`src/rtl/alu_wb_protocol_monitor.sv`:
```
// Writeback-protocol monitor for NUM_CH ALU pipelines.
// Passive observer: tracks in-order issue/writeback per channel, checks PR
// matching, latency bounds and post-reset values, and captures the first error.
// Sticky error bit k of channel c is err_sticky[c*5+k]:
//   0 reset-value violation, 1 spurious WB, 2 overflow, 3 timeout, 4 PR mismatch.
// Handshake: an issue is accepted on a CLK edge where issue_valid & issue_ready;
// a writeback is presented on a CLK edge where WB_valid is high (no back-pressure).
module alu_wb_protocol_monitor #(
    parameter int NUM_CH       = 2,
    parameter int LOG_PR_COUNT = 7,
    parameter int DATA_WIDTH   = 32,
    parameter int DEPTH        = 4,
    parameter int MAX_LAT      = 8,
    parameter int CNT_WIDTH    = 16
) (
    input  logic                                          CLK,
    input  logic                                          RST,
    input  logic [NUM_CH-1:0]                             issue_valid,
    input  logic [NUM_CH-1:0]                             issue_ready,
    input  logic [NUM_CH*LOG_PR_COUNT-1:0]                issue_PR,
    input  logic [NUM_CH-1:0]                             WB_valid,
    input  logic [NUM_CH*DATA_WIDTH-1:0]                  WB_data,
    input  logic [NUM_CH*LOG_PR_COUNT-1:0]                WB_PR,
    output logic [NUM_CH*5-1:0]                           err_sticky,
    output logic                                          first_err_valid,
    output logic [((NUM_CH > 1) ? $clog2(NUM_CH) : 1)-1:0] first_err_ch,
    output logic [2:0]                                    first_err_code,
    output logic [CNT_WIDTH-1:0]                          first_err_cycle,
    output logic [CNT_WIDTH-1:0]                          wb_pass_count
);

    localparam int CH_W = (NUM_CH > 1) ? $clog2(NUM_CH) : 1;
    localparam int PW   = $clog2(DEPTH);
    localparam logic [PW:0]          FULL_CNT = (PW+1)'(DEPTH);
    localparam logic [CNT_WIDTH-1:0] LAT_LIM  = CNT_WIDTH'(MAX_LAT);

    // Per-channel FIFO of {PR, accept cycle}
    logic [LOG_PR_COUNT-1:0] r_pr   [NUM_CH][DEPTH];
    logic [CNT_WIDTH-1:0]    r_ts   [NUM_CH][DEPTH];
    logic [PW-1:0]           r_wptr [NUM_CH];
    logic [PW-1:0]           r_rptr [NUM_CH];
    logic [PW:0]             r_cnt  [NUM_CH];
    logic [4:0]              r_sticky [NUM_CH];

    logic                    r_armed;
    logic [CNT_WIDTH-1:0]    r_cycle;
    logic [CNT_WIDTH-1:0]    r_pass;
    logic                    r_fe_valid;
    logic [CH_W-1:0]         r_fe_ch;
    logic [2:0]              r_fe_code;
    logic [CNT_WIDTH-1:0]    r_fe_cycle;

    logic                    w_acc   [NUM_CH];
    logic                    w_pop   [NUM_CH];
    logic                    w_full  [NUM_CH];
    logic [LOG_PR_COUNT-1:0] w_head_pr [NUM_CH];
    logic [CNT_WIDTH-1:0]    w_age   [NUM_CH];
    logic                    w_push  [NUM_CH];
    logic                    w_match [NUM_CH];
    logic [4:0]              w_set   [NUM_CH];
    logic [4:0]              w_new   [NUM_CH];
    logic                    w_any_new;
    logic [CH_W-1:0]         w_fe_ch;
    logic [2:0]              w_fe_code;
    logic [CNT_WIDTH-1:0]    w_pass_next;

    // Per-channel FIFO status and handshake decode
    always_comb begin
        for (int c = 0; c < NUM_CH; c++) begin
            w_acc[c]     = issue_valid[c] & issue_ready[c];
            w_pop[c]     = WB_valid[c] & (r_cnt[c] != '0);
            w_full[c]    = (r_cnt[c] == FULL_CNT);
            w_head_pr[c] = r_pr[c][r_rptr[c]];
            w_age[c]     = r_cycle - r_ts[c][r_rptr[c]];
        end
    end

    // Per-channel push decision and error detection for this edge
    always_comb begin
        for (int c = 0; c < NUM_CH; c++) begin
            // A full FIFO still accepts when the head leaves on the same edge
            w_push[c]  = w_acc[c] & (~w_full[c] | w_pop[c]);
            w_match[c] = w_pop[c] & (WB_PR[c*LOG_PR_COUNT +: LOG_PR_COUNT] == w_head_pr[c]);
            w_set[c][0] = r_armed & (~issue_ready[c] | WB_valid[c]
                                     | (WB_data[c*DATA_WIDTH +: DATA_WIDTH] != '0)
                                     | (WB_PR[c*LOG_PR_COUNT +: LOG_PR_COUNT] != '0));
            w_set[c][1] = WB_valid[c] & (r_cnt[c] == '0);
            w_set[c][2] = w_acc[c] & w_full[c] & ~w_pop[c];
            w_set[c][3] = (r_cnt[c] != '0) & ~w_pop[c] & (w_age[c] > LAT_LIM);
            w_set[c][4] = w_pop[c] & ~w_match[c];
            w_new[c]    = w_set[c] & ~r_sticky[c];
        end
    end

    // Lowest channel / lowest bit among newly set errors, and saturating pass count
    always_comb begin
        w_any_new   = 1'b0;
        w_fe_ch     = '0;
        w_fe_code   = '0;
        w_pass_next = r_pass;
        for (int c = NUM_CH - 1; c >= 0; c--) begin
            if (w_new[c] != '0) begin
                w_any_new = 1'b1;
                w_fe_ch   = CH_W'(c);
                for (int k = 4; k >= 0; k--) begin
                    if (w_new[c][k]) w_fe_code = 3'(k);
                end
            end
        end
        for (int c = 0; c < NUM_CH; c++) begin
            if (w_match[c] && (w_pass_next != '1)) w_pass_next = w_pass_next + 1'b1;
        end
    end

    // State update: FIFOs, sticky flags, counters and first-error capture
    always_ff @(posedge CLK or posedge RST) begin
        if (RST) begin
            r_armed    <= 1'b1;
            r_cycle    <= '0;
            r_pass     <= '0;
            r_fe_valid <= 1'b0;
            r_fe_ch    <= '0;
            r_fe_code  <= '0;
            r_fe_cycle <= '0;
            for (int c = 0; c < NUM_CH; c++) begin
                r_wptr[c]   <= '0;
                r_rptr[c]   <= '0;
                r_cnt[c]    <= '0;
                r_sticky[c] <= '0;
                for (int d = 0; d < DEPTH; d++) begin
                    r_pr[c][d] <= '0;
                    r_ts[c][d] <= '0;
                end
            end
        end else begin
            r_armed <= 1'b0;
            r_cycle <= r_cycle + 1'b1;
            r_pass  <= w_pass_next;
            for (int c = 0; c < NUM_CH; c++) begin
                r_sticky[c] <= r_sticky[c] | w_set[c];
                if (w_push[c]) begin
                    r_pr[c][r_wptr[c]] <= issue_PR[c*LOG_PR_COUNT +: LOG_PR_COUNT];
                    r_ts[c][r_wptr[c]] <= r_cycle;
                    r_wptr[c]          <= r_wptr[c] + 1'b1;
                end
                if (w_pop[c]) r_rptr[c] <= r_rptr[c] + 1'b1;
                if (w_push[c] && !w_pop[c])      r_cnt[c] <= r_cnt[c] + 1'b1;
                else if (!w_push[c] && w_pop[c]) r_cnt[c] <= r_cnt[c] - 1'b1;
            end
            if (!r_fe_valid && w_any_new) begin
                r_fe_valid <= 1'b1;
                r_fe_ch    <= w_fe_ch;
                r_fe_code  <= w_fe_code;
                r_fe_cycle <= r_cycle;
            end
        end
    end

    // Flatten sticky flags onto the output bus
    always_comb begin
        for (int c = 0; c < NUM_CH; c++) begin
            err_sticky[c*5 +: 5] = r_sticky[c];
        end
    end

    assign first_err_valid = r_fe_valid;
    assign first_err_ch    = r_fe_ch;
    assign first_err_code  = r_fe_code;
    assign first_err_cycle = r_fe_cycle;
    assign wb_pass_count   = r_pass;

endmodule
```
`config.mk`:
```
export PLATFORM = sky130hd
export DESIGN_NAME = alu_wb_protocol_monitor
export DESIGN_NICKNAME = d
export VERILOG_FILES = /design/src/rtl/alu_wb_protocol_monitor.sv
export SDC_FILE = /design/constraint.sdc
export NUM_CORES = 1
export LEC_CHECK = 0
export ABC_CLOCK_PERIOD_IN_PS = 15570
export CORE_MARGIN = 2
export CORE_UTILIZATION = 35
export CTS_BUF_LIST = sky130_fd_sc_hd__clkbuf_8 sky130_fd_sc_hd__clkbuf_16
export CTS_CLUSTER_DIAMETER = 50
export DETAILED_ROUTE_END_ITERATION = 10
export SYNTH_ARGS = -nofsm -noshare
export SYNTH_HDL_FRONTEND = slang
export SYNTH_SLANG_ARGS = --single-unit
```
`constraint.sdc`:
```
create_clock -name CLK -period 15.57 [get_ports CLK]
set_clock_uncertainty 0.05 [all_clocks]
set_input_delay 3.114 -clock CLK [delete_from_list [all_inputs] [get_ports CLK]]
set_output_delay 3.114 -clock CLK [all_outputs]
set_load 0.02 [all_outputs]
```
* Word level (Yosys, flattened, before mapping)
Cells that the tools add are included. Widths: inputs -> output; s select.
Storage, ports and cells: register bits 262, latch bits 0, logic and storage cells 177, bits of input ports 100, bits in read-only memories 0, output and inout bits 47, memory bits (writable) 0, memories kept 0
Operators by class: multiply operators 0, add/subtract/negate cells 13, magnitude comparators 8, div/mod/pow operators 0, multiplexer cells 45, eq/ne operators 6, bitwise logic cells 48, reductions and logical operators 26, shifts and indexed selects 0
Operators by type and width (number):
- $bwmux 64 | 2
- $mux 16 | 8
- $bmux 16 s2 | 2
- $demux 16 s2 | 2
- $reduce_bool 32->1 | 2
- $bwmux 28 | 2
- $add 16x1->16 const B | 3
- $mux 3 | 16
- $mux 7 | 6
- $gt 16x4->1 const B | 2
- $ne 16x16->1 const B | 2
- $sub 16x16->16 | 2
- $bmux 7 s2 | 2
- $demux 7 s2 | 2
- $and 1x1->1 | 22
- $eq 7x7->1 | 2
- $reduce_bool 7->1 | 2
- $ge 3x3->1 const B | 4
- $not 2->3 | 4
- $and 5x5->5 | 2
- $not 5->5 | 2
- $or 5x5->5 | 2
- $reduce_bool 5->1 | 2
- $logic_and 1x1->1 | 9
- other kinds (12) | 42

* Longest topological paths before layout
depth after elaboration 21, mapped depth 18, depth with buffers taken out 14

* Worst setup path before layout
Ideal clock, no wire load.
path kind input-to-reg, start in WB_PR[2], end reg r_pass[4], in the netlist wb_pass_count[4], buffers on the path 0, data required time 15385 ps, setup slack 9578 ps, setup time 135 ps, stages 11, data arrival time 5807 ps, cell sequence xnor2_1 nor4_1 mux2i_2 nor4_4 mux2_2 ha_1 o211a_4 nor4b_1 a2111oi_1 a21oi_1 xnor2_1
On the way: cells in the longest elaborated chain, start to end 7, elaborated cells between the ends (all ways) 8, those cells by class add/sub (1); eq/ne (2); mux (2); bitwise (1); reduce/logical (2)
RTL lines:
- start: declaration | line 23 | input logic [NUM_CH*LOG_PR_COUNT-1:0] WB_PR,
- $eq 7x7->1 * | line 83 | w_match[c] = w_pop[c] & (WB_PR[c*LOG_PR_COUNT +: LOG_PR_COUNT] == w_head_pr[c]);
- $and 1x1->1 * | line 83
- $logic_and 1x1->1 * | line 111 | if (w_match[c] && (w_pass_next != '1)) w_pass_next = w_pass_next + 1'b1;
- $mux 16 * | line 111
- parallel branches: the longest is 2 deep, another holds $add 16x1->16
- $mux 16 * | line 111
- named net w_pass_next[4] | line 65 | logic [CNT_WIDTH-1:0] w_pass_next;
- end signal: assignment | line 138 | r_pass <= w_pass_next;
- end: declaration | line 47 | logic [CNT_WIDTH-1:0] r_pass;
Mark *: on every way through the listed nets, which the timed path passes. A chain may end at the register's enable or synchronous reset.

* Worst setup path in the final report
start in WB_PR[4], end reg r_pass[1], in the netlist wb_pass_count[1]
The elaborated chain is that of the path after synthesis.

==> results.sh <==
export IMPL_run_status="finished clean"
export IMPL_design_core_area_um2=39900
export IMPL_numPortBuffers=146
export IMPL_criticalPathCategory="input port to flop"
export IMPL_worstPathCellList="clkdlybuf4s50_1, xnor2_1, nor4_1, mux2i_2, nor4_4, mux2_2, ha_1, o211a_4, a41oi_2, mux2_2"
export IMPL_die_width_um=206
export IMPL_drt_wirelength_per_cell_um=17.9
export IMPL_worst_ir_drop_vdd_mv=0.0925
export IMPL_cts_max_path_buffers=3
export IMPL_max_freq_ghz=0.154
export IMPL_final_max_slew_viol_count=0
export IMPL_multi_input_comb_area_um2=7210
export IMPL_syn2layout_area_growth_pct=20.9
export IMPL_cp_end_kind="flop"
export IMPL_detailroute_via_count=9865
export IMPL_cp_start_kind="input port"
export IMPL_synthesis_area_um2=14200
export IMPL_grt_first_pass_wirelength_mm=54.3
export IMPL_sequential_cell_area_um2=6560
export IMPL_report_power_total_mw=2.59
export IMPL_slowest_delay_ns=0.63
export IMPL_root_buffer="clkbuf_16"
export IMPL_worstRegToRegCells=14
export IMPL_cts_htree_levels=1
export IMPL_power_share_clock=0.264
export IMPL_placement_rows=73
export IMPL_cts_buffers_inserted=30
export IMPL_synth_cell_type_count=81
export IMPL_detailedRoute_firstIterationViolations=345
export IMPL_post_synth_inst_count=1200
export IMPL_final_hold_viol_count=0
export IMPL_finish_net_count=1490
export IMPL_finalWirelength_mm=33.9
export IMPL_cap_viol_max_count=0
export IMPL_hpwl_detailed_mm=23.3
export IMPL_synth_seq_area_share=0.461
export IMPL_worst_path_max_delay_cell="nor4_4"
export IMPL_grt_overflow_total=0
export IMPL_floorplan_initialDensity=0.356
export IMPL_crit_top_cell="mux2_2"
export IMPL_antenna_violations_before_repair=0
export IMPL_finalCoreUtilization=0.431
export IMPL_cts_sinks=262
export IMPL_dr_pass1_iters=4
export IMPL_avgViaCountPerCell=5.22
export IMPL_io_pins=147
export IMPL_grtUsageTotal=0.160
export IMPL_netlist_top_cells_area="dfrtp_1 (46%), mux2_2 (13%), mux4_2 (6.3%), ha_1 (3.8%), xnor2_1 (3.3%)"
export IMPL_worst_endpoint_arrival_ns=6.89
export IMPL_drc_errors=0
export IMPL_cts_tree="built"
export IMPL_antenna_left=0
export IMPL_num_antenna_cells=0
export IMPL_cts_reportedPaths_clkPinSlew_ns=0.06
export IMPL_critPathRequiredTime_ns=15.96
export IMPL_number_of_cells_on_the_worst_hold_path=2
export IMPL_cts_setup_buffers=0
export IMPL_layout_filler_cells=3733
export IMPL_internal_power_mw=1.73
export IMPL_synth_warning_count=0
export IMPL_cts_repair_resized=0
export IMPL_dpl_worst_slack_ns=8.54
export IMPL_timing_final_crit_share=0.417
export IMPL_dieArea_um2=42200
export IMPL_cts_hold_buffers=0
export IMPL_share_seq_of_total_power=0.361
export IMPL_total_leakage_power_nw=7.52
export IMPL_grt_max_degree=123
export IMPL_comb_power_share=0.375
export IMPL_worst_hold_path_type="flop to flop"
export IMPL_switching_share_of_total_power=0.333
export IMPL_post_synth_top_area_cell="dfrtp_1"
export IMPL_fin_ws_ns=9.07
export IMPL_maxSlewHeadroom=0.320
export IMPL_syn_nets=1347
export IMPL_predominant_post_synthesis_flop_cell="dfrtp_1"
export IMPL_vias_in_the_first_global_route=10027
export IMPL_unrepaired_setup_endpoints_after_global_routing="no"
export IMPL_setup_tns_ns=0
export IMPL_die_h_um=206
export IMPL_gpl_final_weighted_congestion=0.916
export IMPL_synth_async_reset_ratio=1.00
export IMPL_layout_drive_gt1_share=0.224
export IMPL_final_min_clock_period_ns=6.50
export IMPL_timing_final_setup_violations=0
export IMPL_worst_skew_pair_late_latency_ns=0.57
export IMPL_synth_edff_count=0
export IMPL_worst_slew_pin_transition_ns=1.02
export IMPL_crit_fanout=11
export IMPL_synth_top_cell_area_share=0.460
export IMPL_ys_ff_latch=262
export IMPL_net_switching_power_mw=0.863
export IMPL_power_density_nw_per_um2=151
export IMPL_worst_hold_slack_ns=0.428
export IMPL_postSynthAreaPerCell_um2=11.8
[final timing paths]
| path | from | slack, ns | to |
|---|---|---|---|
| max | WB_PR[4] | 9.07 | wb_pass_count[1] |
| min | r_ts[112] | 0.43 | r_ts[112] |
| max reg2reg | r_rptr[0] | 10.09 | first_err_cycle[8] |
| min reg2reg | r_ts[112] | 0.43 | r_ts[112] |
| max in group asynchronous | RST | 10.87 | r_ts[40] |
| min in group asynchronous | RST | 3.11 | r_pr[52] |
[cell type report]
cell class	instances	share of cell area
multi-input cells	828	0.419
flip-flops and latches	262	0.381
repair buffers	161	0.0916
clock buffers	32	0.0453
well taps	525	0.0382
inverters	60	0.0135
clock inverters	21	0.0104
[stage by stage]
stage          std cells  area (µm²)
6_report            1889       17200
5_1_grt             1889       17200
4_1_cts             1889       17200
3_5_place_dp        1836       16200
3_3_place_gp        1836       16200
2_1_floorplan       1200       14200
[kinds of logic (layout without fill, tap and decap cells)]
| kind of cell | after synthesis | in the layout | synth area share |
|---|---|---|---|
| XOR/XNOR | 81 | 81 | 0.0499 |
| AO/OA/AOI/OAI | 180 | 180 | 0.0872 |
| AND/OR/NAND/NOR | 286 | 286 | 0.109 |
| adder cells (fa/ha/maj) | 47 | 47 | 0.0435 |
| flip-flops | 262 | 262 | 0.461 |
| multiplexers | 233 | 233 | 0.217 |
| buffers and inverters | 110 | 274 | 0.0313 |
| other | 1 | 1 | 0.000264 |
[critical path: cells and delay by family]
kind / cells / cell delay [ns]
AO/OA/AOI/OAI: 2 / 0.71
XOR/XNOR: 1 / 0.09
adder cells (fa/ha/maj): 1 / 0.24
buffers and inverters: 1 / 0.55
multiplexers: 3 / 1.12
AND/OR/NAND/NOR: 2 / 1.06
[cells in the final DEF, fill, tap and decap left out, types with 6 or more instances in the layout]
cell type / count
a21o_1: 16
a21oi_1: 31
a31oi_1: 6
and3_1: 13
buf_4: 15
clkbuf_16: 30
clkdlybuf4s50_1: 146
clkinv_2: 8
dfrtp_1: 261
ha_1: 43
inv_1: 62
mux2_2: 167
mux2_4: 9
mux2i_1: 16
mux4_2: 40
nand2_1: 86
nand2b_1: 7
nand3_1: 22
nand4_1: 14
nand4b_1: 6
nor2_1: 34
nor2b_1: 11
nor3_1: 28
nor4_1: 20
o2111ai_1: 6
o211ai_1: 6
o21a_1: 6
o21ai_0: 53
o21bai_1: 7
or2_2: 6
or3_1: 6
xnor2_1: 53
xor2_1: 28
[cells in the mapped netlist, types with 22 or more instances]
cell / number
dfrtp_1: 261
mux2_2: 167
nand2_1: 86
inv_1: 58
o21ai_0: 53
xnor2_1: 53
ha_1: 43
mux4_2: 40
clkbuf_1: 38
nor2_1: 34
a21oi_1: 31
nor3_1: 28
xor2_1: 28
nand3_1: 22
[routing by layer]
layer,vias up,wire length (µm),GRT usage,share of wire
met4,0,568,0.0306,0.017
met3,48,1050,0.0231,0.031
met2,141,16800,0.277,0.50
li1,4659,-,-,-
met5,-,0,0,0
met1,5017,15400,0.215,0.46
[power groups by stage]
stage / sequential, mW / combinational (mW) / clock (mW)
after floorplan: 0.926 / 0.770 / 0
after global placement: 0.939 / 0.969 / 0
after detailed placement: 0.947 / 0.983 / 0
after CTS: 0.936 / 0.988 / 0.701
after global routing: 0.956 / 1.08 / 0.728
final: 0.936 / 0.974 / 0.685
[flip-flops by register name, summed over array words and instances, names as in the netlist, 3 cells and up]
name	cells
r_ts	128
r_pr	56
first_err_cycle	16
r_cycle	16
wb_pass_count	16
err_sticky	10
r_cnt	6
r_rptr	4
r_wptr	4
first_err_code	3
(Power assumes the default switching activity.)
